<file path="src/rtl/mem_arb_pkg.sv">
// Shared types and constants for the instruction/data memory port arbiter.
// Owner encoding, the response tag layout and the latency ceiling live here.
package mem_arb_pkg;

    localparam logic OWN_I = 1'b0;
    localparam logic OWN_D = 1'b1;

    localparam int MAX_MEM_LAT = 4;

    typedef struct packed {
        logic valid;
        logic owner;
        logic killed;
        logic we;
    } arb_tag_t;

    localparam int TAG_W = $bits(arb_tag_t);

    function automatic arb_tag_t make_tag(input logic valid, input logic owner, input logic we);
        arb_tag_t t;
        t.valid  = valid;
        t.owner  = owner;
        t.killed = 1'b0;
        t.we     = we;
        return t;
    endfunction

endpackage

</file>
<file path="src/rtl/mem_arb_resp_pipe.sv">
// Response tag pipeline: one tag per granted access, aligned with RAM read latency.
// Decodes the tail tag into per-port rvalid/rdata and applies fetch flushes.
module mem_arb_resp_pipe
    import mem_arb_pkg::*;
#(
    parameter int MEM_LAT = 1,
    parameter int DATA_W  = 32
) (
    input  logic              clk,
    input  logic              rst_n,
    input  logic              push_valid,
    input  logic              push_owner,
    input  logic              push_we,
    input  logic              flush,
    input  logic [DATA_W-1:0] mem_rdata,
    output logic              i_rvalid,
    output logic [DATA_W-1:0] i_rdata,
    output logic              d_rvalid,
    output logic [DATA_W-1:0] d_rdata
);

    arb_tag_t pipe_q [MEM_LAT];
    arb_tag_t pipe_d [MEM_LAT];
    arb_tag_t tail;

    // The incoming tag is never killed; only tags already in flight see the flush.
    always_comb begin
        pipe_d[0] = make_tag(push_valid, push_owner, push_we);
        for (int s = 1; s < MEM_LAT; s++) begin
            pipe_d[s] = pipe_q[s-1];
            if (flush && pipe_q[s-1].valid && pipe_q[s-1].owner == OWN_I) begin
                pipe_d[s].killed = 1'b1;
            end
        end
    end

    always_ff @(posedge clk or negedge rst_n) begin
        if (!rst_n) begin
            for (int s = 0; s < MEM_LAT; s++) begin
                pipe_q[s] <= '0;
            end
        end else begin
            for (int s = 0; s < MEM_LAT; s++) begin
                pipe_q[s] <= pipe_d[s];
            end
        end
    end

    // A fetch response at the tail in the same cycle as a flush is stale as well.
    always_comb begin
        tail     = pipe_q[MEM_LAT-1];
        i_rvalid = 1'b0;
        d_rvalid = 1'b0;
        i_rdata  = '0;
        d_rdata  = '0;
        if (tail.valid && tail.owner == OWN_I && !tail.killed && !flush) begin
            i_rvalid = 1'b1;
            i_rdata  = mem_rdata;
        end
        if (tail.valid && tail.owner == OWN_D) begin
            d_rvalid = 1'b1;
            if (!tail.we) begin
                d_rdata = mem_rdata;
            end
        end
    end

endmodule

</file>
<file path="src/rtl/mem_port_arbiter.sv">
// Arbitrates a single-port RAM between fetch (I) and load/store (D) ports.
// D has priority; a streak counter forces an I grant after MAX_D_STREAK D grants.
module mem_port_arbiter
    import mem_arb_pkg::*;
#(
    parameter int ADDR_W       = 32,
    parameter int DATA_W       = 32,
    parameter int MEM_LAT      = 1,
    parameter int MAX_D_STREAK = 4
) (
    input  logic                clk,
    input  logic                rst_n,
    input  logic                i_req,
    input  logic [ADDR_W-1:0]   i_addr,
    input  logic                i_flush,
    output logic                i_gnt,
    output logic                i_rvalid,
    output logic [DATA_W-1:0]   i_rdata,
    input  logic                d_req,
    input  logic                d_we,
    input  logic [DATA_W/8-1:0] d_be,
    input  logic [ADDR_W-1:0]   d_addr,
    input  logic [DATA_W-1:0]   d_wdata,
    output logic                d_gnt,
    output logic                d_rvalid,
    output logic [DATA_W-1:0]   d_rdata,
    output logic                mem_ce,
    output logic                mem_we,
    output logic [DATA_W/8-1:0] mem_be,
    output logic [ADDR_W-1:0]   mem_addr,
    output logic [DATA_W-1:0]   mem_wdata,
    input  logic [DATA_W-1:0]   mem_rdata
);

    localparam int STREAK_W = $clog2(MAX_D_STREAK + 1);
    localparam logic [STREAK_W-1:0] STREAK_MAX = STREAK_W'(MAX_D_STREAK);

    logic [STREAK_W-1:0] streak_q, streak_d;

    // Grants are gated by rst_n so nothing reaches the RAM while reset is held.
    always_comb begin
        i_gnt = 1'b0;
        d_gnt = 1'b0;
        if (rst_n) begin
            if (i_req && (!d_req || streak_q == STREAK_MAX)) begin
                i_gnt = 1'b1;
            end else if (d_req) begin
                d_gnt = 1'b1;
            end
        end
    end

    always_comb begin
        streak_d = streak_q;
        if (!i_req || i_gnt) begin
            streak_d = '0;
        end else if (d_gnt && streak_q != STREAK_MAX) begin
            streak_d = streak_q + 1'b1;
        end
    end

    always_ff @(posedge clk or negedge rst_n) begin
        if (!rst_n) begin
            streak_q <= '0;
        end else begin
            streak_q <= streak_d;
        end
    end

    always_comb begin
        mem_ce    = 1'b0;
        mem_we    = 1'b0;
        mem_be    = '0;
        mem_addr  = '0;
        mem_wdata = '0;
        if (i_gnt) begin
            mem_ce   = 1'b1;
            mem_be   = '1;
            mem_addr = i_addr;
        end else if (d_gnt) begin
            mem_ce    = 1'b1;
            mem_we    = d_we;
            mem_be    = d_be;
            mem_addr  = d_addr;
            mem_wdata = d_wdata;
        end
    end

    mem_arb_resp_pipe #(
        .MEM_LAT (MEM_LAT),
        .DATA_W  (DATA_W)
    ) u_resp_pipe (
        .clk        (clk),
        .rst_n      (rst_n),
        .push_valid (mem_ce),
        .push_owner (d_gnt ? OWN_D : OWN_I),
        .push_we    (mem_we),
        .flush      (i_flush),
        .mem_rdata  (mem_rdata),
        .i_rvalid   (i_rvalid),
        .i_rdata    (i_rdata),
        .d_rvalid   (d_rvalid),
        .d_rdata    (d_rdata)
    );

endmodule

</file>
<file path="config.mk">
export PLATFORM = sky130hd
export DESIGN_NAME = mem_port_arbiter
export DESIGN_NICKNAME = d
export VERILOG_FILES = /design/src/rtl/mem_arb_pkg.sv /design/src/rtl/mem_arb_resp_pipe.sv /design/src/rtl/mem_port_arbiter.sv
export SDC_FILE = /design/constraint.sdc
export NUM_CORES = 1
export LEC_CHECK = 0
export CELL_PAD_IN_SITES_DETAIL_PLACEMENT = 2
export CELL_PAD_IN_SITES_GLOBAL_PLACEMENT = 2
export CORE_UTILIZATION = 10
export CTS_CLUSTER_DIAMETER = 60
export DETAILED_ROUTE_END_ITERATION = 7
export GPL_ROUTABILITY_DRIVEN = 0
export PLACE_DENSITY_LB_ADDON = 0.2
export RECOVER_POWER = 50
export SKIP_CTS_REPAIR_TIMING = 1
export SLEW_MARGIN = 10
export SYNTH_ARGS = -nofsm -noshare
export SYNTH_HDL_FRONTEND = slang
export SYNTH_SLANG_ARGS = --single-unit
</file>
<file path="constraint.sdc">
create_clock -name clk -period 3.2 [get_ports clk]
set_input_delay 0.8 -clock clk [delete_from_list [all_inputs] [get_ports clk]]
set_output_delay 0.8 -clock clk [all_outputs]
set_load 0.02 [all_outputs]
</file>
==> metrics.md <==
| Metric | Value |
|---|---|
| Crit-path max cell delay | 0.52 ns |
| Clock skew | 0.002950 ns |
| Cell area power density | 172.0 nW/um^2 |
| Critical Path RT | 2.40 ns |
| Clk Tree Root Cell | clkbuf_16 |
| Area growth syn-to-layout | 245.9% |
| Setup Crit Path Kind | primary input to output pin |
| Commonest cells in the netlist | and2_1, a22o_1, clkbuf_1, dfrtp_1, a31o_1 |
| Largest net degree at the start of global routing | 48 |
| Share of cells above drive strength 1 | 8.150% |
| Total die area | 13,790 um^2 |
| CTS Buffer Depth | 2 |
| MaxCap Viol Count | 0 |
| Vias in the first global route | 2,709 |
| Placed cell count | 620 |
| Drt pass-1 iters | 3 |
| Setup crit start kind | primary input |
| ANT nets after route | 0 |
| Buffers on Ports | 275 |
| Pre-CTS WS | -0.3152 ns |
| Cell with the most instances after synthesis | and2_1 |
| Diode count | 0 |
| Final setup margin | 0.04985 ns |
| Synth warn | 0 |
| Routed via count | 2,462 |
| Slowest CP cell | clkdlybuf4s50_1 |
| Status | complete, no violations |
| Worst Hold Class | flop to flop |
| DIE WIDTH | 117.4 um |
| Initial antenna violation count | 0 |
| Detailed placer's ending HPWL | 8666 um |
| # nets final | 596 |
| Number of synthesized flops with an enable pin | 0 |
| TritonCTS buffer count | 3 |
| CP Capture Type | output pin |
| Syn Inst Count | 180 |
| GRT Total Usage | 13.74% |
| Synth top area cells | and2_1, a22o_1, dfrtp_1 |
| H-tree Lvls | 1 |
| Slew HR | 81.16% |
| Async SR Flop Fraction | 100.0% |
| Clock Latency Late Sink | 0.23 ns |
| Crit-path max FO | 23 |
| Total grt overflow | 0 |
| Die height | 117.4 um |
| Commonest register cell after synthesis | dfrtp_1 |
| DRC | 0 |
| FMAX | 317.4 MHz |
| CP arrival | 2.35 ns |
| Count of different cell masters after synthesis | 24 |
| Reg clk slew, reported paths | 0.04 ns |
| Fill count | 1,456 |
| Avg Cell Area, Syn | 7.403 um^2 |
| Vias/cell | 3.933 |
| Sequential-to-total area share from yosys stat | 11.27% |
| Synth top area share | 46.48% |
| Worst slew pin tran | 0.2822 ns |
| Clk sinks | 6 |
| Fin crit share | 98.44% |
| Syn Std Cell Area | 1333 um^2 |
| First-pass GRT wire length | 14,970 um |
| Avg WL per Cell | 16.61 um |
| Critical-path cell list | clkdlybuf4s50_1 > nand2_1 > a31oi_4 > buf_4 > clkbuf_16 > a22o_1 > dlymetal6s2s_1 |
| CORE AREA | 12,820 um^2 |
| Synthesized flop and latch total | 6 |
| Area occupied by multi-input gates | 1086 um^2 |
| Ports | 276 |
| # rows | 41 |
| Tmin final | 3.150 ns |
| Hold slack final | 0.6328 ns |
| Starting DRT DRC Count | 75 |
| Initial core utilization | 10.39% |
| Setup-failing EPs final | 0 |
| Post-synth top area cell | and2_1 |
| Storage element area | 150.1 um^2 |
| Routed WL | 10,400 um |
| VDD IR-drop max | 0.1142 mV |
| LEAKAGE | 3.182 nW |
| Mapped Nets | 320 |
| CTS tree | built |
| Post-route non-filler standard cell count | 626 |
| Final Hold Fails | 0 |
| Max Slew Vio Count | 0 |
## cells by family (layout without fill, tap and decap cells)
family / Yosys count / after routing / share of synthesized area (%)
adder cells (fa/ha/maj): 2 / 2 / 1.878
flip-flops: 6 / 6 / 11.27
AO/OA/AOI/OAI: 42 / 42 / 26.85
buffers and inverters: 21 / 295 / 8.732
AND/OR/NAND/NOR: 109 / 109 / 51.27
## metal layers
metal,up-vias,share of wire [%],global-route usage (%)
li1,1160,-,-
met1,1118,36,14.39
met2,172,52,25.78
met3,12,9.7,4.280
met4,0,2.0,4.383
met5,-,0,0
## final cells by class
| class | count | share of cell area (%) |
|---|---|---|
| inverters | 3 | 0.2443 |
| repair buffers | 289 | 66.64 |
| well taps | 172 | 4.669 |
| multi-input cells | 153 | 23.56 |
| clock buffers | 3 | 1.629 |
| flip-flops and latches | 6 | 3.257 |
## power by group
part           switching [W]  internal, W
registers         0.00000168    0.0000794
logic               0.000206     0.000300
clock network      0.0000448     0.000161
## cell usage in the layout, fill, tap and decap left out
master and instances:
clkdlybuf4s50_1 170, a21boi_0 1, nor3_1 1, inv_1 3
nor3b_1 1, and2_1 99, clkbuf_2 16, o22ai_1 1
dfrtp_1 6, or2_1 1, a31o_1 4, buf_12 4
clkbuf_16 4, and3_4 1, buf_4 8, buf_6 1
ha_1 2, nor2_1 1, dlymetal6s2s_1 89, a31oi_4 1
o21a_1 1, a22o_1 32, nor2b_1 1, nor3b_2 1
nand2_1 2, o21ai_0 1, a21bo_2 1, nand4b_1 1
## metrics by stage
stage	area, um^2	util [%]	TNS, ns	total power, W
final	4609	35.94	0	0.0007927
after detailed placement	4348	33.90	-19.26	0.0006100
after global routing	4609	35.94	-0.02684	0.0008340
after floorplan	1333	-	0	0.0002638
after global placement	4348	33.90	-17.22	0.0006012
after CTS	4423	34.49	-19.72	0.0008241
## sequential cells by signal, summed over array words and instances (netlist names)
name,flops
u_resp_pipe.pipe_q,3
streak_q,3
## critical path, delay by kind of cell
kind | cells | cell delay, ns
compound gates | 2 | 0.34
buf+inv | 4 | 1.10
simple gates | 1 | 0.11
## worst paths after layout
kind	start	end	slack, ns	cells past startpoint
worst max-delay path	rst_n	mem_addr[28]	0.05	7
worst max register to register	streak_q[0]$_DFFE_PN0P_	u_resp_pipe.pipe_q[3]$_DFF_PN0_	1.50	7
worst min register to register	streak_q[0]$_DFFE_PN0P_	streak_q[0]$_DFFE_PN0P_	0.63	2
worst min-delay path	streak_q[0]$_DFFE_PN0P_	streak_q[0]$_DFFE_PN0P_	0.63	2
max in group asynchronous	rst_n	streak_q[1]$_DFFE_PN0P_	2.06	2
min in group asynchronous	rst_n	streak_q[2]$_DFFE_PN0P_	0.97	2
Power figures use the tool's default switching activity.
==> RTL edit 1: new RTL, same settings <==
`MEM_LAT` is set to 1 in 2 places; all go to 2.
--- a/src/rtl/mem_arb_resp_pipe.sv
+++ b/src/rtl/mem_arb_resp_pipe.sv
@@ -3,7 +3,7 @@
 module mem_arb_resp_pipe
     import mem_arb_pkg::*;
 #(
-    parameter int MEM_LAT = 1,
+    parameter int MEM_LAT = 2,
     parameter int DATA_W  = 32
 ) (
     input  logic              clk,
--- a/src/rtl/mem_port_arbiter.sv
+++ b/src/rtl/mem_port_arbiter.sv
@@ -5,7 +5,7 @@
 #(
     parameter int ADDR_W       = 32,
     parameter int DATA_W       = 32,
-    parameter int MEM_LAT      = 1,
+    parameter int MEM_LAT      = 2,
     parameter int MAX_D_STREAK = 4
 ) (
     input  logic                clk,
Check against the original RTL: not equivalent (Yosys sat finds a counterexample within 4 cycles, from zero or initial values and one cycle with rst_n low).
==> RTL edit 1 against the original RTL <==
Worst setup slack worse by 0.0032 ns; synthesized cell count is 3.3% higher; wire length rose by 0.11%; synthesized area up 8.6%; power grew 12%; final area rose by 2.9%; via count up 2.2%; sequential cell count rose by 4; cell count rose by 2.6%; count of clock-buffer cells in the layout rose by 1; clock skew fell by 0.0018 ns; worst hold slack lost 0.28 ns; first-iteration DRC count fell by 69%; sequential power increased by 68%.
==> RTL edit 1: results (changes against the original RTL) <==
The flow ran to the end, and the final reports show no timing, DRC or antenna violations. Counting instances in the post-synthesis netlist gives the leading cell types as and2_1, a22o_1, dfrtp_1. The run gives 0.129 (-0.0148) as the met1 layer usage reported by global route. The final sum of negative setup slack came out at 0 ns (unchanged). The parity-gate share of the synthesized area counting xor and xnor cells is 0 (unchanged). The highest cell delay on the worst timing path works out to 0.49 ns (-0.03 ns). The total length of routed met2 wires is 5270 um (-2.6%), and the number of design-rule violations left by the first detailed-router iteration is 23 (-69%). The tools report the clock network power share as 0.277 (+0.018). The tools report the total number of nets in the final design as 603 (+1.2%). The routing usage on met2 came out at 0.232 (-0.0253). The tools report the detailed-placement wirelength estimate as 8840 um (+2.0%).

For the final worst clock skew, the log shows 0.00118 ns (-0.00177 ns). The biggest fanout along the worst timing path is 25 (+8.7%). The wire length of the first global-routing pass came out at 14,700 um (-1.5%). Routed length on met3: 1470 um (+45%).

The internal power was 0.622 mW (+15%); the pre-CTS worst setup slack was -0.299 ns (+0.0161 ns). Sequential cell power: 0.136 mW (+68%). The tools report the number of levels the H-tree was split into as 1 (unchanged).

Startpoint of the worst-slack reg-to-reg timing path: streak_q[0]. The register with the most flip-flops in the layout has 4 of them. The number of global-route vias before repair was 2,775 (+2.4%). The worst hold path begins at u_resp_pipe.pipe_d[0]. The tools report the highest ir drop seen on vdd as 0.149 mV (+31%). The tools report the arrival time reported for the critical path endpoint as 2.35 ns (about the same).

Total length of routed wires: 10,400 um (+0.11%). The logs give 1,558 (+7.0%) for the total of fill cells in the finished design and 0.570 (-0.069) for the combinational fraction of design power. The compound-cell area share of the yosys netlist was 0.247 (-0.0214); the detail-routed via count per cell was 3.92 (-0.31%). The tools report the sequential area share after synthesis as 0.173 (+0.0602).

Ranked by total cell area, the synthesized netlist is headed by and2_1, a22o_1, dfrtp_1, a31o_1, clkbuf_1. Proportion of synthesized area in mux cells: 0 (unchanged). The post-synth net total was 326 (+1.9%).

The fraction of final layout cells with drive strength greater than 1 was 0.0952 (+0.0137); the largest net degree at the start of global routing was 45 (-6.3%). The iteration count of the initial detailed-routing pass was 4 (+1); the area share of fa/ha/maj cells after synthesis was 0.0173 (-0.00149). The routed length on met1 is 3570 um (-5.2%), and the clock transition at the register clock pins on the worst setup and hold paths after CTS is 0.04 ns (about the same).

All-layer global routing usage: 0.126 (-0.0115). The headroom to the max-slew limit was 0.800 (-0.0111). Signal routing reaches up to met4. Tracing the worst setup path back leads to its startpoint at d_req.

The logs give 0.0567 (+0.0139) for the global-route track usage on met3 and 3.20 nW (+0.53%) for the leakage power figure. The tools report the number of library cell types mapped by synthesis as 25 (+4.2%).
RTL edit 1: changes by cell type in the layout (fill, tap and decap cells not counted), sizes merged:
cell          before  now
nor3b              2    1
clkbuf            20   26
nor2               1    2
nor4b              0    1
nand2              2    3
dfrtp              6   10
dlymetal6s2s      89   85
RTL edit 1: layout make-up:
type                       count  area (um2)  share of cell area
inverter                       3        11.3             0.00238
tap                          180         225              0.0475
multi-input combinational    155        1110               0.234
sequential                    10         250              0.0528
timing repair buffer         290        3060               0.645
clock buffer                   4        88.8              0.0187
RTL edit 1: logic make-up (layout without fill, tap and decap cells):
logic type	count (synthesis)	after routing
AOI/OAI and AO/OA	42	42
adders and majority gates	2	2
buffers and inverters	21	297
and+or+nand+nor	111	111
DFF	10	10
RTL edit 1: worst paths after layout:
check | end | slack, ns | depth (start not counted)
worst min register to register | u_resp_pipe.pipe_q[0] | 0.35 | 0
worst min-delay path | u_resp_pipe.pipe_q[0] | 0.35 | 0
worst max-delay path | mem_addr[29] | 0.05 | 6
min in group asynchronous | streak_q[1] | 1.09 | 3
max in group asynchronous | u_resp_pipe.pipe_q[3] | 1.92 | 3
worst max register to register | u_resp_pipe.pipe_d[3] | 1.53 | 6
RTL edit 1: worst register-to-register path, stage by stage, from the launching register on:
cell and delay [ns]:
dfrtp_1 0.37, inv_1 0.08, ha_1 0.27, a21bo_2 0.24, and3_4 0.20, buf_4 0.13
or2_1 0.25
RTL edit 1: through the flow:
stage | cells | instance area, um2
after floorplan | 186 | 1450
after detailed placement | 636 | 4510
after global placement | 636 | 4510
after CTS | 640 | 4600
final | 642 | 4740
after global routing | 642 | 4740
==> RTL edit 2: new RTL, same settings <==
Without the edit above. Reset style: synchronous (`rst_n`), changed in 2 clocked blocks.
--- a/src/rtl/mem_arb_resp_pipe.sv
+++ b/src/rtl/mem_arb_resp_pipe.sv
@@ -34,7 +34,7 @@
         end
     end
 
-    always_ff @(posedge clk or negedge rst_n) begin
+    always_ff @(posedge clk) begin
         if (!rst_n) begin
             for (int s = 0; s < MEM_LAT; s++) begin
                 pipe_q[s] <= '0;
--- a/src/rtl/mem_port_arbiter.sv
+++ b/src/rtl/mem_port_arbiter.sv
@@ -59,7 +59,7 @@
         end
     end
 
-    always_ff @(posedge clk or negedge rst_n) begin
+    always_ff @(posedge clk) begin
         if (!rst_n) begin
             streak_q <= '0;
         end else begin
Behaviour: differs if rst_n is asserted again (counterexample within 4 cycles, from zero or initial values and one cycle with rst_n low); with rst_n held inactive, the same outputs for 10 cycles.
==> RTL edit 2 against the original RTL <==
The flow now finishes with violations (DRC, setup timing); power up 6.2%; non-clock buffer count up 8; final area up 14%; wire length up 22%; synthesized area up 41%; worst setup slack worse by 0.17 ns; sequential cell count unchanged; critical path depth down 2; clock skew down 0.00063 ns; via count up 25%; highest routed layer unchanged.
==> RTL edit 2: results (changes against the original RTL) <==
The flow ran to the end, but the final reports show violations. The tools report the leakage power figure as 3.38 nW (+6.4%). For the sequential area share after synthesis, the log shows 0.0639 (-0.0488). The largest net degree at the start of global routing is 42 (-13%), and the biggest fanout along the worst timing path is 16 (-30%). The setup violation total in the final timing report is 17 (+17). The number of library cell types mapped by synthesis was 29 (+21%). The post-route worst setup slack was -0.115 ns (-0.165 ns). The run gives 762 (+22%) as the non-filler instance count after layout. The logs give 24 (+24) for the remaining routing DRC violations and 0.143 mV (+26%) for the highest ir drop seen on vdd. Prevailing post-synth register cell: dfxtp_1. Yosys attributes the largest share of cell area to and2_1, nand3_1, o22ai_2, and3_1, dfxtp_1. The highest cell delay on the worst timing path works out to 0.64 ns (+0.12 ns). The run gives -0.312 ns (+0.00295 ns) as the pre-CTS worst setup slack. The worst-skew pair later-pin latency was 0.22 ns; the fraction of final layout cells with drive strength greater than 1 was 0.0938 (+0.0123). Number of design-rule violations left by the first detailed-router iteration: 108 (+44%). The tools report the total of fill cells in the finished design as 2,055 (+41%). The synthesized netlist cell count was 270 (+50%); the arrival time reported for the critical path endpoint was 2.52 ns (+0.17 ns).

The checks that failed: DRC, setup timing. Among cell families on the critical path, the largest total delay comes from buffers and inverters. The total length of routed wires is 12,700 um (+22%), and the post-place instance area is 4930 um2 (+13%). The wire length of the first global-routing pass is 19,200 um (+28%), and the proportion of synthesized flip-flops having asynchronous set or reset is 0 (-1.00). The tools report the detailed-placement wirelength estimate as 10,300 um (+18%). The commonest cells after synthesis are and2_1, nand3_1, and3_1. The iteration count of the initial detailed-routing pass is 7 (+4), and the total number of nets in the final design is 675 (+13%). Headroom to the max-slew limit: 0.718 (-0.0937). Number of antenna violations at the first check in global routing: 0 (unchanged).

The final sum of negative setup slack was -1.15 ns (-1.15 ns); the number of global-route vias before repair was 3,387 (+25%).
-- RTL edit 2: cell count changes after synthesis, sizes merged, moves of 4 or more --
cell   unedited run  this run
a22o             32         0
a31o              4         0
and2             99        68
and3              1        35
buf               9        25
dfrtp             6         0
dfxtp             0         6
nand3             0        66
o22ai             1        32
-- RTL edit 2: worst reg2reg max path, delay by kind of cell (launching register included) --
kind | cells | cell delay, ns
buffers and inverters | 3 | 0.40
adder cells (fa/ha/maj) | 1 | 0.33
flip-flops | 1 | 0.32
AND/OR/NAND/NOR | 2 | 0.29
-- RTL edit 2: area by class of cell --
class	count	share of cell area
flip-flops and latches	6	0.0229
inverters	3	0.00215
multi-input cells	224	0.284
clock buffers	3	0.0143
repair buffers	297	0.622
well taps	229	0.0547
-- RTL edit 2: layer usage --
| metal | vias to the layer above | global-route usage | wire [um] |
|---|---|---|---|
| met4 | 0 | 0.0211 | 117 |
| li1 | 1485 | - | - |
| met2 | 173 | 0.232 | 6450 |
| met3 | 6 | 0.0439 | 1380 |
| met1 | 1418 | 0.134 | 4730 |
| met5 | - | 0 | 0 |
-- RTL edit 2: cells by family after synthesis --
kind of cell	share of synthesized area
buffers and inverters	0.146
AND/OR/NAND/NOR	0.565
adder cells (fa/ha/maj)	0.0133
AO/OA/AOI/OAI	0.212
flip-flops	0.0639
-- RTL edit 2: worst paths after layout --
path / depth (start not counted) / startpoint / to / slack (ns)
min: 1 / streak_q[0] / streak_q[0] / 0.48
max: 5 / i_req / mem_addr[23] / -0.12
max reg2reg: 6 / streak_q[0] / u_resp_pipe.pipe_q[0][0] / 1.74
min reg2reg: 1 / streak_q[0] / streak_q[0] / 0.48
-- RTL edit 2: power by group --
part | leakage, nW | switching, mW | total, mW | internal [mW]
Clock | 0.0370 | 0.0393 | 0.199 | 0.160
Sequential | 0.0493 | 0.00180 | 0.0798 | 0.0780
Combinational | 3.30 | 0.237 | 0.563 | 0.325
Total | 3.38 | 0.278 | 0.842 | 0.563
-- RTL edit 2: through the flow --
| step | total power, mW | hold slack (ns) | utilization |
|---|---|---|---|
| 4_1_cts | 0.865 | 0.484 | 0.275 |
| 5_1_grt | 0.892 | 0.509 | 0.288 |
| 3_5_place_dp | 0.661 | 0.476 | 0.271 |
| 3_3_place_gp | 0.652 | 0.442 | 0.271 |
| 2_1_floorplan | 0.304 | 0.426 | - |
| 6_report | 0.842 | 0.481 | 0.288 |
